[src/rtl/ofm_read_pkg.sv]
// rtl/ofm_read_pkg.sv - shared types, FIFO depth and pixel post-processing for the OFM read side
package ofm_read_pkg;

  typedef enum logic [1:0] {IDLE, READ, DRAIN, CLEAR} state_t;

  localparam int FIFO_DEPTH = 2;

  // Caller narrows the result to dw bits; the returned value always fits.
  function automatic logic signed [63:0] sat_relu(input logic signed [63:0] v,
                                                  input int dw,
                                                  input logic relu);
    logic signed [63:0] hi;
    logic signed [63:0] lo;
    hi = (64'sd1 <<< (dw - 1)) - 64'sd1;
    lo = -(64'sd1 <<< (dw - 1));
    if (relu && v < 64'sd0) return 64'sd0;
    if (v > hi) return hi;
    if (v < lo) return lo;
    return v;
  endfunction

endpackage

[src/rtl/psum_out_fifo.sv]
// rtl/psum_out_fifo.sv - two-entry FIFO of {last, pixel} between psum capture and the output stream
module psum_out_fifo
  import ofm_read_pkg::*;
#(
  parameter int W = 17
) (
  input  logic         clk1,
  input  logic         rst,
  input  logic         push,
  input  logic [W-1:0] push_data,
  input  logic         pop,
  output logic [W-1:0] head_data,
  output logic [1:0]   count
);

  logic [W-1:0] mem [FIFO_DEPTH];
  logic         rd_ptr;
  logic         wr_ptr;
  logic         do_pop;

  assign do_pop    = pop && (count != 2'd0);
  assign head_data = mem[rd_ptr];

  always_ff @(posedge clk1 or posedge rst) begin
    if (rst) begin
      for (int i = 0; i < FIFO_DEPTH; i++) mem[i] <= '0;
      rd_ptr <= 1'b0;
      wr_ptr <= 1'b0;
      count  <= 2'd0;
    end else begin
      if (push) begin
        mem[wr_ptr] <= push_data;
        wr_ptr      <= ~wr_ptr;
      end
      if (do_pop) rd_ptr <= ~rd_ptr;
      count <= count + {1'b0, push} - {1'b0, do_pop};
    end
  end

endmodule

[src/rtl/ofm_read_data.sv]
// rtl/ofm_read_data.sv - drains a finished psum row, applies ReLU/saturation and streams OFM pixels
module ofm_read_data
  import ofm_read_pkg::*;
#(
  parameter int ACC_WIDTH  = 24,
  parameter int DATA_WIDTH = 16,
  parameter int OFM_SIZE   = 7
) (
  input  logic                        clk1,
  input  logic                        rst,
  input  logic                        row_ready,
  input  logic                        relu_en,
  output logic                        rd_en_psum,
  output logic                        rd_psum_clr,
  input  logic signed [ACC_WIDTH-1:0] psum_in,
  output logic [DATA_WIDTH-1:0]       ofm_data,
  output logic                        ofm_valid,
  input  logic                        ofm_ready,
  output logic                        ofm_last,
  output logic                        frame_done,
  output logic                        busy,
  output logic                        row_overrun
);

  localparam int RCW  = $clog2(OFM_SIZE + 1);
  localparam int ROWW = (OFM_SIZE > 1) ? $clog2(OFM_SIZE) : 1;

  state_t            state;
  logic [RCW-1:0]    rd_cnt;
  logic [ROWW-1:0]   row_cnt;
  logic              inflight;
  logic              inflight_last;
  logic [1:0]        fifo_count;
  logic              pop;
  logic [2:0]        occ;
  logic [DATA_WIDTH-1:0] pix;
  logic [DATA_WIDTH:0]   head;

  assign pop       = ofm_valid & ofm_ready;
  // Occupancy at the end of this cycle before any new strobe lands.
  assign occ       = {1'b0, fifo_count} + {2'b0, inflight} - {2'b0, pop};
  assign rd_en_psum = (state == READ) && (occ < 3'd2);

  assign rd_psum_clr = (state == CLEAR);
  assign frame_done  = (state == CLEAR) && (row_cnt == ROWW'(OFM_SIZE - 1));
  assign busy        = (state != IDLE);

  assign pix = DATA_WIDTH'(sat_relu(64'(psum_in), DATA_WIDTH, relu_en));

  psum_out_fifo #(.W(DATA_WIDTH + 1)) u_fifo (
    .clk1      (clk1),
    .rst       (rst),
    .push      (inflight),
    .push_data ({inflight_last, pix}),
    .pop       (pop),
    .head_data (head),
    .count     (fifo_count)
  );

  assign ofm_valid = (fifo_count != 2'd0);
  assign ofm_last  = head[DATA_WIDTH];
  assign ofm_data  = head[DATA_WIDTH-1:0];

  always_ff @(posedge clk1 or posedge rst) begin
    if (rst) begin
      state         <= IDLE;
      rd_cnt        <= '0;
      row_cnt       <= '0;
      inflight      <= 1'b0;
      inflight_last <= 1'b0;
      row_overrun   <= 1'b0;
    end else begin
      inflight      <= rd_en_psum;
      inflight_last <= rd_en_psum && (rd_cnt == RCW'(OFM_SIZE - 1));
      if (row_ready && state != IDLE) row_overrun <= 1'b1;
      case (state)
        IDLE: begin
          if (row_ready) begin
            state  <= READ;
            rd_cnt <= '0;
          end
        end
        READ: begin
          if (rd_en_psum) begin
            rd_cnt <= rd_cnt + RCW'(1);
            if (rd_cnt == RCW'(OFM_SIZE - 1)) state <= DRAIN;
          end
        end
        DRAIN: begin
          if (occ == 3'd0) state <= CLEAR;
        end
        CLEAR: begin
          state   <= IDLE;
          row_cnt <= (row_cnt == ROWW'(OFM_SIZE - 1)) ? '0 : row_cnt + ROWW'(1);
        end
        default: state <= IDLE;
      endcase
    end
  end

endmodule

[config.mk]
export PLATFORM = sky130hd
export DESIGN_NAME = ofm_read_data
export DESIGN_NICKNAME = d
export VERILOG_FILES = /design/src/rtl/ofm_read_pkg.sv /design/src/rtl/psum_out_fifo.sv /design/src/rtl/ofm_read_data.sv
export SDC_FILE = /design/constraint.sdc
export NUM_CORES = 1
export LEC_CHECK = 0
export CORE_MARGIN = 5
export CORE_UTILIZATION = 50
export DETAILED_ROUTE_END_ITERATION = 8
export GPL_TIMING_DRIVEN = 0
export PLACE_DENSITY = 0.77
export SYNTH_ARGS = -nofsm -noshare
export SYNTH_HDL_FRONTEND = slang
export SYNTH_SLANG_ARGS = --single-unit
[constraint.sdc]
create_clock -name clk1 -period 3.1 [get_ports clk1]
set_input_delay 0.62 -clock clk1 [delete_from_list [all_inputs] [get_ports clk1]]
set_output_delay 0.62 -clock clk1 [all_outputs]
set_load 0.01 [all_outputs]
==> impl_summary.txt, run 1 <==
----------------------------------------------------
[Floorplanning]
  Starting density of the core ... 51.2%
  Die ar. ... 6330 µm²
  Ports ... 52
  Vertical die dimension ... 79.6 µm
  Number of placement rows ... 25
  Die Span X ... 79.6 µm
  Core Footprint ... 4720 µm²

[Synth]
  Number of synthesized flops with an enable pin ... 0
  Netlist cell types ... 34
  Yosys warns ... 0
  Asr flop ratio synth ... 100%
  Fraction of the yosys area taken by sequential cells ... 50.7%
  Post-Syn Area ... 2420 µm²
  Leading register cell type out of synthesis ... dfrtp_1
  Number of storage elements in the synthesis netlist ... 49
  Avg Cell Area, Syn ... 12.8 µm²
  Synthesized netlist cell count ... 189
  Syn_nets ... 228

[Power]
  Internal power ... 2.27 mW
  Fraction of power spent switching nets ... 33.0%
  Power per standard cell area ... between 1000 and 1500 nW/µm²
  Switching power total ... 1.12 mW
  Logic pwr share ... 53.9%
  Total power ... 3.39 mW
  Peak supply drop ... 0.520 mV
  Static leakage ... 1.34 nW
  Share of power burned in the clock network ... 13.5%
  Sequential power share ... between 30% and 40%

[Final layout]
  Layout Cells excl Fill ... between 300 and 400
  Commonest cells after routing, fill and taps aside ... dfrtp_1 (49), clkdlybuf4s50_1 (49), o221a_2 (27)
  Total non-filler cell area in the finished layout ... 3230 µm²
  Synthesis-to-layout area growth ... 33.4%
  Final #Nets ... 293
  Layout cells sized above 1 ... a little under a third
  Antenna diode count ... 0

[Clock network]
  Sinks on Clock Net ... 49
  Max Root-Sink Buffers ... 2
  TritonCTS clock tree ... built
  Clk_lat worst skew ... 0.30 ns
  Cell at the root of the clock tree ... clkbuf_8
  Number of levels in the clock H-tree ... 2
  Clock-pin slew on the worst setup and hold paths ... ~0.09 ns
  Clock buffers created by TritonCTS ... 5

[Global routing]
  Overall routing resource usage ... 18.3%
  Vias in the first global route ... between 1.5k and 2k
  Global-route wire length before repair ... around 9000 µm
  Global routing met2 resource utilization ... 28.5%
  Largest net degree at the start of global routing ... 41
  Met3 routing resource usage after global routing ... ~4.7%
  GRT Max-Usage Layer ... met2
  Total global routing overflow ... 0
  Met1 usage in global routing ... 25.7%
  Initial antenna violation count ... 0

[Route]
  Count of antenna-violating nets left after detailed routing ... 0
  Total Routed Length ... 5320 µm
  Overall via count from detail_route ... around 1.8k
  Avg Vias per Cell ... 5.47
  Violation count after the first detailed-routing iteration ... 112
  Routed wirelength normalized by instance count ... 16.5 µm
  Number of iterations in the first detailed-routing pass ... 4
  Total DRC errors in the routed layout ... 0

[Timing]
  Least-Margin Pin Slew ... 0.612 ns
  Fmax achieved ... 333 MHz
  Final setup TNS ... 0 ns
  Setup violators final ... 0
  Normalized max-slew margin ... 59.2%
  Final period demand of the worst path ... 3.00 ns
  Fin crit share ... 96.8%
  Worst-case clock skew ... about 0.0093 ns
  Fin. max-slew vios ... 0
  Hold violation total from the final report ... 0
  Fin Hold WS ... 0.468 ns

[Setup path]
  Nature of the critical path startpoint ... register
  Class of the most critical setup path ... reg -> out
  Worst EP required ... ~2.5 ns
  Data arrival at the endpoint of the critical path ... 2.38 ns
  Crit end category ... output port
  Number of cells on the worst reg-to-reg path ... 12
  Crit Path Max Fanout ... 2

[Placed design]
  Placed Cells incl. Taps ... a little over 300
  Post-Place Cell Area ... 3030 µm²
  Buffers on Ports ... between 50 and 60
  Estimated wirelength of the detail-placed design ... approximately 3700 µm
  Weighted congestion reported at the end of routability-driven placement ... about 0.7

[Run status]
  Result of the run ... completed

[Worst hold path]
  Hold crit path type ... reg -> reg
  Cell depth of the worst hold path ... 1

[Run]
  Max Cap Viol ... 0

----------------------------------------------------
[layer usage]
metal / vias up / routed length (µm)
li1: 846 / -
met1: 860 / 2610
met2: 51 / 2390
met3: 5 / 275
met4: 0 / 38
met5: - / 0
[synthesized netlist by cell type (3+ instances only)]
library cell,n,area [µm²]
mux2i_1,3,30.0
nand2_1,10,37.5
o221a_2,27,304
buf_2,3,15.0
nor2_1,4,15.0
inv_1,11,41.3
mux2_2,20,225
nand3_1,3,15.0
and2_1,3,18.8
nand3b_1,3,22.5
o21ai_0,9,45.0
clkbuf_1,4,15.0
o221a_1,3,33.8
dfrtp_1,49,1230
ha_1,9,113
[flip-flops by register name, summed over array words and instances (netlist names)]
signal         flops
inflight           1
u_fifo.mem        34
row_cnt            3
u_fifo.wr_ptr      1
row_overrun        1
rd_cnt             3
inflight_last      1
u_fifo.count       2
state              2
u_fifo.rd_ptr      1
[final timing paths]
check	end	slack [ns]	startpoint
max in group asynchronous	u_fifo.mem[12]	2.07	rst
setup / recovery	rd_en_psum	0.1	u_fifo.count[1]
setup reg to reg	state[1]	0.44	u_fifo.count[1]
hold reg to reg	row_overrun	0.47	row_overrun
min in group asynchronous	rd_cnt[2]	0.56	rst
hold / removal	row_overrun	0.47	row_overrun
[worst max-delay path: stages, from the launching register on]
cell and delay [ns]:
dfrtp_1 0.40, inv_2 0.08, nand2_1 0.09, and2_4 0.18, ha_4 0.25, inv_1 0.03
ha_2 0.17, fa_2 0.36, xnor2_2 0.19, nor2_2 0.06, and2_4 0.16, buf_6 0.11
[repair_timing]
item | CTS | global route
pin swaps | 3 | 3
setup buffers | 5 | 1
endpoints found under the setup margin | 1 | 1
endpoints found under the hold margin | 0 | 0
gates resized for setup | 14 | 1
hold buffers | 0 | 0
cloned | 0 | 0
[kinds of logic after synthesis]
group	share of synthesized area, %
flip-flops	50.7
XOR/XNOR	1.09
adder cells (fa/ha/maj)	5.48
AO/OA/AOI/OAI	18.7
AND/OR/NAND/NOR	8.94
multiplexers	10.5
buffers and inverters	4.55
[metrics by stage]
stage                     util [%]  setup slack (ns)
after global placement        63.8            -0.761
after detailed placement      64.2            -0.802
after global routing          68.3          -0.00316
after CTS                     68.2           0.00342
final                         68.3            0.0999
after floorplan                  -             0.246
[power groups by stage]
| stage | logic, mW | registers (mW) | clock network, mW |
|---|---|---|---|
| after floorplan | 1.10 | 1.07 | 0 |
| after global placement | 1.66 | 1.10 | 0 |
| after detailed placement | 1.68 | 1.11 | 0 |
| after CTS | 1.82 | 1.10 | 0.464 |
| after global routing | 2.00 | 1.14 | 0.499 |
| final | 1.82 | 1.11 | 0.457 |
[cell type report]
cell class | count | area, µm²
Fill cell | 357 | 1500
Sequential cell | 49 | 1230
Multi-Input combinational cell | 119 | 1120
Timing Repair Buffer | 58 | 576
Tap cell | 67 | 83.8
Clock buffer | 5 | 68.8
Buffer | 10 | 68.8
Clock inverter | 3 | 46.3
Inverter | 11 | 41.3
(Power assumes the default switching activity.)
==> inputs of run 2 (changes only) <==
--- a/config.mk
+++ b/config.mk
@@ -7,6 +7,7 @@
 export LEC_CHECK = 0
 export CORE_MARGIN = 5
 export CORE_UTILIZATION = 50
+export CTS_CLUSTER_SIZE = 30
 export DETAILED_ROUTE_END_ITERATION = 8
 export GPL_TIMING_DRIVEN = 0
 export PLACE_DENSITY = 0.77
==> results of run 2 <==
The final DEF is identical to that of run 1; final timing and power are the same.
